$ cat src/rtl/seg7_pkg.sv
// Shared constants, decode table and types for the seven-segment scan controller.
package seg7_pkg;

  localparam int unsigned NUM_DIGITS = 4;
  localparam int unsigned IDX_W      = $clog2(NUM_DIGITS);
  localparam int unsigned SEG_W      = 7;

  localparam logic [SEG_W-1:0]      SEG_OFF = 7'h7F;
  localparam logic [NUM_DIGITS-1:0] AN_OFF  = 4'b1111;

  // Active-low {g,f,e,d,c,b,a} pattern for each hex nibble 0..F.
  localparam logic [SEG_W-1:0] HEX_SEG [16] = '{
    7'b1000000, 7'b1111001, 7'b0100100, 7'b0110000,
    7'b0011001, 7'b0010010, 7'b0000010, 7'b1111000,
    7'b0000000, 7'b0010000, 7'b0001000, 7'b0000011,
    7'b1000110, 7'b0100001, 7'b0000110, 7'b0001110
  };

  // One complete display image: four nibbles, decimal points and enables.
  typedef struct packed {
    logic [4*NUM_DIGITS-1:0] value;
    logic [NUM_DIGITS-1:0]   dp;
    logic [NUM_DIGITS-1:0]   en;
  } disp_t;

  // Phase inside a digit slot.
  typedef enum logic {
    PH_BLANK = 1'b0,
    PH_DRIVE = 1'b1
  } phase_t;

endpackage

$ cat src/rtl/seg7_scan_ctrl_if.sv
// Display request/pin bundle between user logic (master) and the scan controller (slave).
interface seg7_scan_ctrl_if;

  logic [15:0] value;
  logic [3:0]  dp_in;
  logic [3:0]  en;
  logic        load;
  logic [6:0]  seg;
  logic        dp;
  logic [3:0]  an;
  logic        frame_tick;

  modport master (
    output value, dp_in, en, load,
    input  seg, dp, an, frame_tick
  );

  modport slave (
    input  value, dp_in, en, load,
    output seg, dp, an, frame_tick
  );

endinterface

$ cat src/rtl/seg7_hex_decode.sv
// Combinational hex nibble to active-low seven-segment decoder.
module seg7_hex_decode
  import seg7_pkg::*;
(
  input  logic [3:0]       nibble,
  output logic [SEG_W-1:0] seg_c
);

  // Table lookup.
  always_comb begin
    seg_c = HEX_SEG[nibble];
  end

endmodule

$ cat src/rtl/seg7_scan_ctrl.sv
// Four-digit time-multiplexed seven-segment scanner with double-buffered display image.
module seg7_scan_ctrl
  import seg7_pkg::*;
#(
  parameter int unsigned CLK_DIV = 50000,
  parameter int unsigned BLANK   = 1000
) (
  input  logic             clock,
  input  logic             reset,
  seg7_scan_ctrl_if.slave  bus
);

  localparam int unsigned CW = $clog2(CLK_DIV);

  logic [CW-1:0]    cnt_q, cnt_nxt;
  logic [IDX_W-1:0] idx_q, idx_nxt;
  disp_t            pend_q, pend_nxt;
  logic             pend_vld_q, pend_vld_nxt;
  disp_t            shadow_q, shadow_nxt;
  disp_t            ld;
  logic             slot_end, frame_end;

  logic [SEG_W-1:0]      seg_q, seg_nxt;
  logic                  dp_q, dp_nxt;
  logic [NUM_DIGITS-1:0] an_q, an_nxt;
  logic                  tick_q, tick_nxt;
  logic [3:0]            nibble;
  logic [SEG_W-1:0]      dec_seg;
  phase_t                phase;

  // Slot counter, digit index and pending/shadow buffer update.
  always_comb begin
    cnt_nxt      = cnt_q + CW'(1);
    idx_nxt      = idx_q;
    pend_nxt     = pend_q;
    pend_vld_nxt = pend_vld_q;
    shadow_nxt   = shadow_q;
    ld           = '{value: bus.value, dp: bus.dp_in, en: bus.en};
    slot_end     = (cnt_q == CW'(CLK_DIV - 1));
    frame_end    = slot_end && (idx_q == IDX_W'(NUM_DIGITS - 1));

    if (slot_end) begin
      cnt_nxt = '0;
      idx_nxt = idx_q + IDX_W'(1);
    end

    // A load coinciding with the frame edge skips the pending stage entirely.
    if (frame_end) begin
      if (bus.load) begin
        shadow_nxt = ld;
      end else if (pend_vld_q) begin
        shadow_nxt = pend_q;
      end
      pend_vld_nxt = 1'b0;
    end else if (bus.load) begin
      pend_nxt     = ld;
      pend_vld_nxt = 1'b1;
    end
  end

  assign nibble = shadow_nxt.value[{idx_nxt, 2'b00} +: 4];

  seg7_hex_decode u_dec (
    .nibble (nibble),
    .seg_c  (dec_seg)
  );

  // Pin values for the upcoming cycle, so registered outputs align with cnt/idx.
  always_comb begin
    seg_nxt  = SEG_OFF;
    dp_nxt   = 1'b1;
    an_nxt   = AN_OFF;
    phase    = (cnt_nxt < CW'(BLANK)) ? PH_BLANK : PH_DRIVE;
    tick_nxt = (idx_nxt == IDX_W'(NUM_DIGITS - 1)) && (cnt_nxt == CW'(CLK_DIV - 1));

    if (phase == PH_DRIVE && shadow_nxt.en[idx_nxt]) begin
      an_nxt  = ~(4'b0001 << idx_nxt);
      seg_nxt = dec_seg;
      dp_nxt  = ~shadow_nxt.dp[idx_nxt];
    end
  end

  // State and output registers.
  always_ff @(posedge clock or posedge reset) begin
    if (reset) begin
      cnt_q      <= '0;
      idx_q      <= '0;
      pend_q     <= '0;
      pend_vld_q <= 1'b0;
      shadow_q   <= '0;
      seg_q      <= SEG_OFF;
      dp_q       <= 1'b1;
      an_q       <= AN_OFF;
      tick_q     <= 1'b0;
    end else begin
      cnt_q      <= cnt_nxt;
      idx_q      <= idx_nxt;
      pend_q     <= pend_nxt;
      pend_vld_q <= pend_vld_nxt;
      shadow_q   <= shadow_nxt;
      seg_q      <= seg_nxt;
      dp_q       <= dp_nxt;
      an_q       <= an_nxt;
      tick_q     <= tick_nxt;
    end
  end

  assign bus.seg        = seg_q;
  assign bus.dp         = dp_q;
  assign bus.an         = an_q;
  assign bus.frame_tick = tick_q;

endmodule

$ cat src/flat_wrapper.sv
// flat-port wrapper written by rule: the top's interface ports become plain ports
module seg7_scan_ctrl_flat import seg7_pkg::*;
#(
  parameter int unsigned CLK_DIV = 50000,
  parameter int unsigned BLANK   = 1000
)
  (clock, reset, bus_value, bus_dp_in, bus_en, bus_load, bus_seg, bus_dp, bus_an, bus_frame_tick);
  seg7_scan_ctrl_if bus_i ();
  input  logic clock;
  input  logic reset;
  input wire logic [$bits(bus_i.value)-1:0] bus_value;
  input wire logic [$bits(bus_i.dp_in)-1:0] bus_dp_in;
  input wire logic [$bits(bus_i.en)-1:0] bus_en;
  input wire logic [$bits(bus_i.load)-1:0] bus_load;
  output wire logic [$bits(bus_i.seg)-1:0] bus_seg;
  output wire logic [$bits(bus_i.dp)-1:0] bus_dp;
  output wire logic [$bits(bus_i.an)-1:0] bus_an;
  output wire logic [$bits(bus_i.frame_tick)-1:0] bus_frame_tick;
  assign bus_i.value = bus_value;
  assign bus_i.dp_in = bus_dp_in;
  assign bus_i.en = bus_en;
  assign bus_i.load = bus_load;
  assign bus_seg = bus_i.seg;
  assign bus_dp = bus_i.dp;
  assign bus_an = bus_i.an;
  assign bus_frame_tick = bus_i.frame_tick;
  seg7_scan_ctrl #(.CLK_DIV(CLK_DIV), .BLANK(BLANK)) u_core (.clock(clock), .reset(reset), .bus(bus_i));
endmodule
$ cat config.mk
export PLATFORM = sky130hd
export DESIGN_NAME = seg7_scan_ctrl_flat
export DESIGN_NICKNAME = d
export VERILOG_FILES = /design/src/rtl/seg7_pkg.sv /design/src/rtl/seg7_scan_ctrl_if.sv /design/src/rtl/seg7_hex_decode.sv /design/src/rtl/seg7_scan_ctrl.sv /design/src/flat_wrapper.sv
export SDC_FILE = /design/constraint.sdc
export NUM_CORES = 1
export LEC_CHECK = 0
export ABC_CLOCK_PERIOD_IN_PS = 8000
export BUFFER_PORTS_ARGS = -buffer_cell sky130_fd_sc_hd__buf_2
export CAP_MARGIN = 40
export CORE_ASPECT_RATIO = 1.25
export CORE_MARGIN = 2
export CORE_UTILIZATION = 48
export DETAILED_ROUTE_END_ITERATION = 8
export GPL_ROUTABILITY_DRIVEN = 0
export PLACE_DENSITY = 0.63
export SYNTH_ARGS = -nofsm -noshare
export SYNTH_HDL_FRONTEND = slang
export SYNTH_SLANG_ARGS = --single-unit
$ cat constraint.sdc
create_clock -name clock -period 8 [get_ports clock]
set_clock_uncertainty 0.15 [all_clocks]
set_input_delay 1.2 -clock clock [delete_from_list [all_inputs] [get_ports clock]]
set_output_delay 1.2 -clock clock [all_outputs]
set_load 0.03 [all_outputs]
==> out/summary.txt <==
Post-CTS Setup Inserts - 0
Fin crit period - 3.91 ns
Post-DRT Antenna Nets - 0
Post-synth cell types - 63
Number of synthesized flops with an enable pin - 0
Clk sinks - 80
Largest net degree at the start of global routing - 67
Htree depth - 3
Leak - 2.11 nW
Die ar. - 9700 µm²
Slew @ Worst Pin - 0.672 ns
Max-slew headroom - 0.549
# nets final - 491
Final WL - 9600 µm
Period Utilization, post-route - 0.489
Syn Inst Count - 425
Crit end category - register
Max Cap Viol - 0
DRT iter0 DRCs - 174
Quantity of I/O buffers inserted on ports - 39
Setup crit start kind - register
Crit path required time - 8.14 ns
WHS Endpoint - u_core.pend_q[2]
Number of remaining DRC errors - 0
Worst min-delay path class - register to register
Avg Inst Size Synth - 10.1 µm²
GRT Residual Overflow - 0
Layout cells sized above 1 - 0.229
Resize count post-CTS - 0
Prevailing post-synth register cell - dfrtp_1
Final Cell Area - 4770 µm²
Synth area leader - dfrtp_1
Fmax - 0.256 GHz
Final Max Slew Viols - 0
Clk buf depth - 2
Final HPWL DP - 6760 µm
Crit path cell chain - nor4_4 -> and4_1 -> mux2i_4 -> inv_4 -> nand2_1 -> o22ai_1 -> a221oi_2 -> ha_1 -> a21boi_0 -> nor3_1 -> o21ai_2
Setup repair after global routing missed its margin - no
Initial antenna violation count - 0
Register area share after synthesis - 0.471
Setup TNS - 0 ns
Die H - 110 µm
Outcome - completed
Fraction of registers with async set/reset - 1.00
Flop2flop setup slack - 4.09 ns
Net Count, Synth - 458
Hold Buf Count CTS - 0
Post-Syn Area - 4290 µm²
# setup viols final - 0
Crit Path Category - register to register
Clk pin slew, worst setup/hold paths - 0.08 ns
First-pass GRT wire length - 15900 µm
Effective utilization at floorplan - 0.493
CTS tree - yes
Area grow syn2layout - 11.4%
Via count - 3331
Worst r2r dst - u_core.bus.seg[3]
Worst hold path stage count - 2
Worst-Skew Late Latency - 0.36 ns
Top cells by area, synth - dfrtp_1 40%, dfstp_2 7.4%, mux2_2 5.5%
Vias in the first global route - 3274
IR drop worst, VDD - 0.123 mV
WL/cell - 16.5 µm
Worst path slowest cell - dfrtp_1
Worst reg-to-reg path cell count - 11
Ant diodes - 0
Routed vias/inst - 5.71
IO Pins - 40
Hold Startpoint - u_core.pend_q[2]
PwrDens - 160 nW/µm²
Total CTS buffers - 9
Crit Path Max Fanout - 18
Dpl cell area - 4580 µm²
Post-synth top area share - 0.397
Synth warnings - 0
Root buf cell - clkbuf_8
# rows - 38
Total GRT Usage - 0.213
Drt first pass iters - 4
Hold Vio Cnt, Final - 0
Reg2reg start - u_core.cnt_q[12]
Max incr delay on CP - 0.50 ns
WP data arrival - 4.04 ns
Flops & latches, synth - 80
Core area - 8700 µm²
Die W - 88.5 µm
-- synthesized netlist by cell type, types with 2 or more instances --
library cell	instances
dfrtp_1	68
nor2_1	39
nand2_1	37
inv_1	24
mux2_2	21
nand3_1	16
a31oi_1	15
a32oi_1	13
dfstp_2	12
nor3_1	12
a21oi_1	11
clkbuf_1	11
mux2i_1	11
and2_1	10
o21ai_0	8
xnor2_1	8
buf_2	7
nand4_1	7
ha_1	6
a41oi_1	5
and4_1	5
buf_6	5
o22ai_1	5
xor2_1	5
a211o_1	4
nor2b_1	4
o21a_1	4
o211ai_1	3
o221ai_1	3
a211oi_1	2
a21boi_0	2
a22o_1	2
a32o_1	2
and3_1	2
nor4_1	2
nor4_4	2
nor4b_1	2
o21ai_2	2
o31ai_1	2
or3_1	2
or4_1	2
-- routing by layer --
metal	global-route usage	share of wire	routed length, µm	vias up
met4	0.0703	0.018	176	0
met5	0	0	0	-
met2	0.352	0.50	4810	70
met3	0.0480	0.035	336	15
met1	0.276	0.45	4280	1631
li1	-	-	-	1615
-- worst max-delay path by stage --
stage | start | endpoint | slack, ns | cells after the start
detailed placement | bus_load | u_core.bus.seg[4] | 4.03 | 10
floorplan | reset | u_core.bus.frame_tick | 4.62 | 1
global placement | bus_load | u_core.bus.seg[3] | 3.78 | 11
CTS | u_core.cnt_q[12] | u_core.bus.seg[3] | 4.14 | 11
global route | u_core.cnt_q[12] | u_core.bus.seg[4] | 3.81 | 11
finish | u_core.cnt_q[12] | u_core.bus.seg[3] | 4.09 | 11
-- report_power, final --
part	switching, mW	internal [mW]	leakage [nW]
sequential	0.00746	0.418	0.971
combinational	0.0248	0.0221	1.04
clock	0.140	0.151	0.100
-- final cells by class --
type / instances / area [µm²]
Clock inverter: 4 / 45.0
Timing Repair Buffer: 47 / 287
Clock buffer: 12 / 145
Fill cell: 794 / 3930
Tap cell: 120 / 150
Inverter: 26 / 101
Sequential cell: 80 / 2020
Multi-Input combinational cell: 294 / 2030
-- placed cells by master (no fill, tap or decap), types with 10 or more instances in the layout --
cell      instances
inv_1            23
a31oi_1          15
nor2_1           39
nand3_1          16
and2_1           10
a32oi_1          13
a21oi_1          11
mux2i_1          11
nor3_1           12
nand2_1          37
dfrtp_1          68
dfstp_2          12
mux2_2           21
buf_2            39
clkbuf_8         10
-- through the flow --
stage / power (mW) / worst slack, ns / cells / util / hold slack (ns)
floorplan: 0.461 / 4.62 / 425 / - / 0.300
global placement: 0.478 / 3.78 / 562 / 0.519 / 0.315
detailed placement: 0.481 / 4.03 / 567 / 0.527 / 0.327
CTS: 0.774 / 4.14 / 583 / 0.548 / 0.346
global route: 0.803 / 3.81 / 583 / 0.548 / 0.376
finish: 0.764 / 4.09 / 583 / 0.548 / 0.339
-- critical path: cells and delay by family, from the launching register on --
kind                       cells  cell delay (ns)
and+or+nand+nor                4             1.21
DFF                            1             0.50
AOI/OAI and AO/OA              4             1.01
buffers and inverters          1             0.17
adders and majority gates      1             0.29
muxes                          1             0.48
-- registers in the layout, indices dropped and copies added, names as in the netlist --
signal,cells
u_core.pend_q,24
u_core.shadow_q,24
u_core.bus.dp,1
u_core.bus.frame_tick,1
u_core.bus.an,4
u_core.pend_vld_q,1
u_core.bus.seg,7
u_core.idx_q,2
u_core.cnt_q,16
-- cell families after synthesis --
logic type / after synthesis / synth area share
XOR/XNOR: 13 / 0.0266
flip-flops: 80 / 0.471
adder cells (fa/ha/maj): 6 / 0.0175
buffers and inverters: 51 / 0.0563
multiplexers: 33 / 0.0861
AND/OR/NAND/NOR: 149 / 0.183
AO/OA/AOI/OAI: 93 / 0.160
Note: power is estimated with default switching activity, not from simulation.
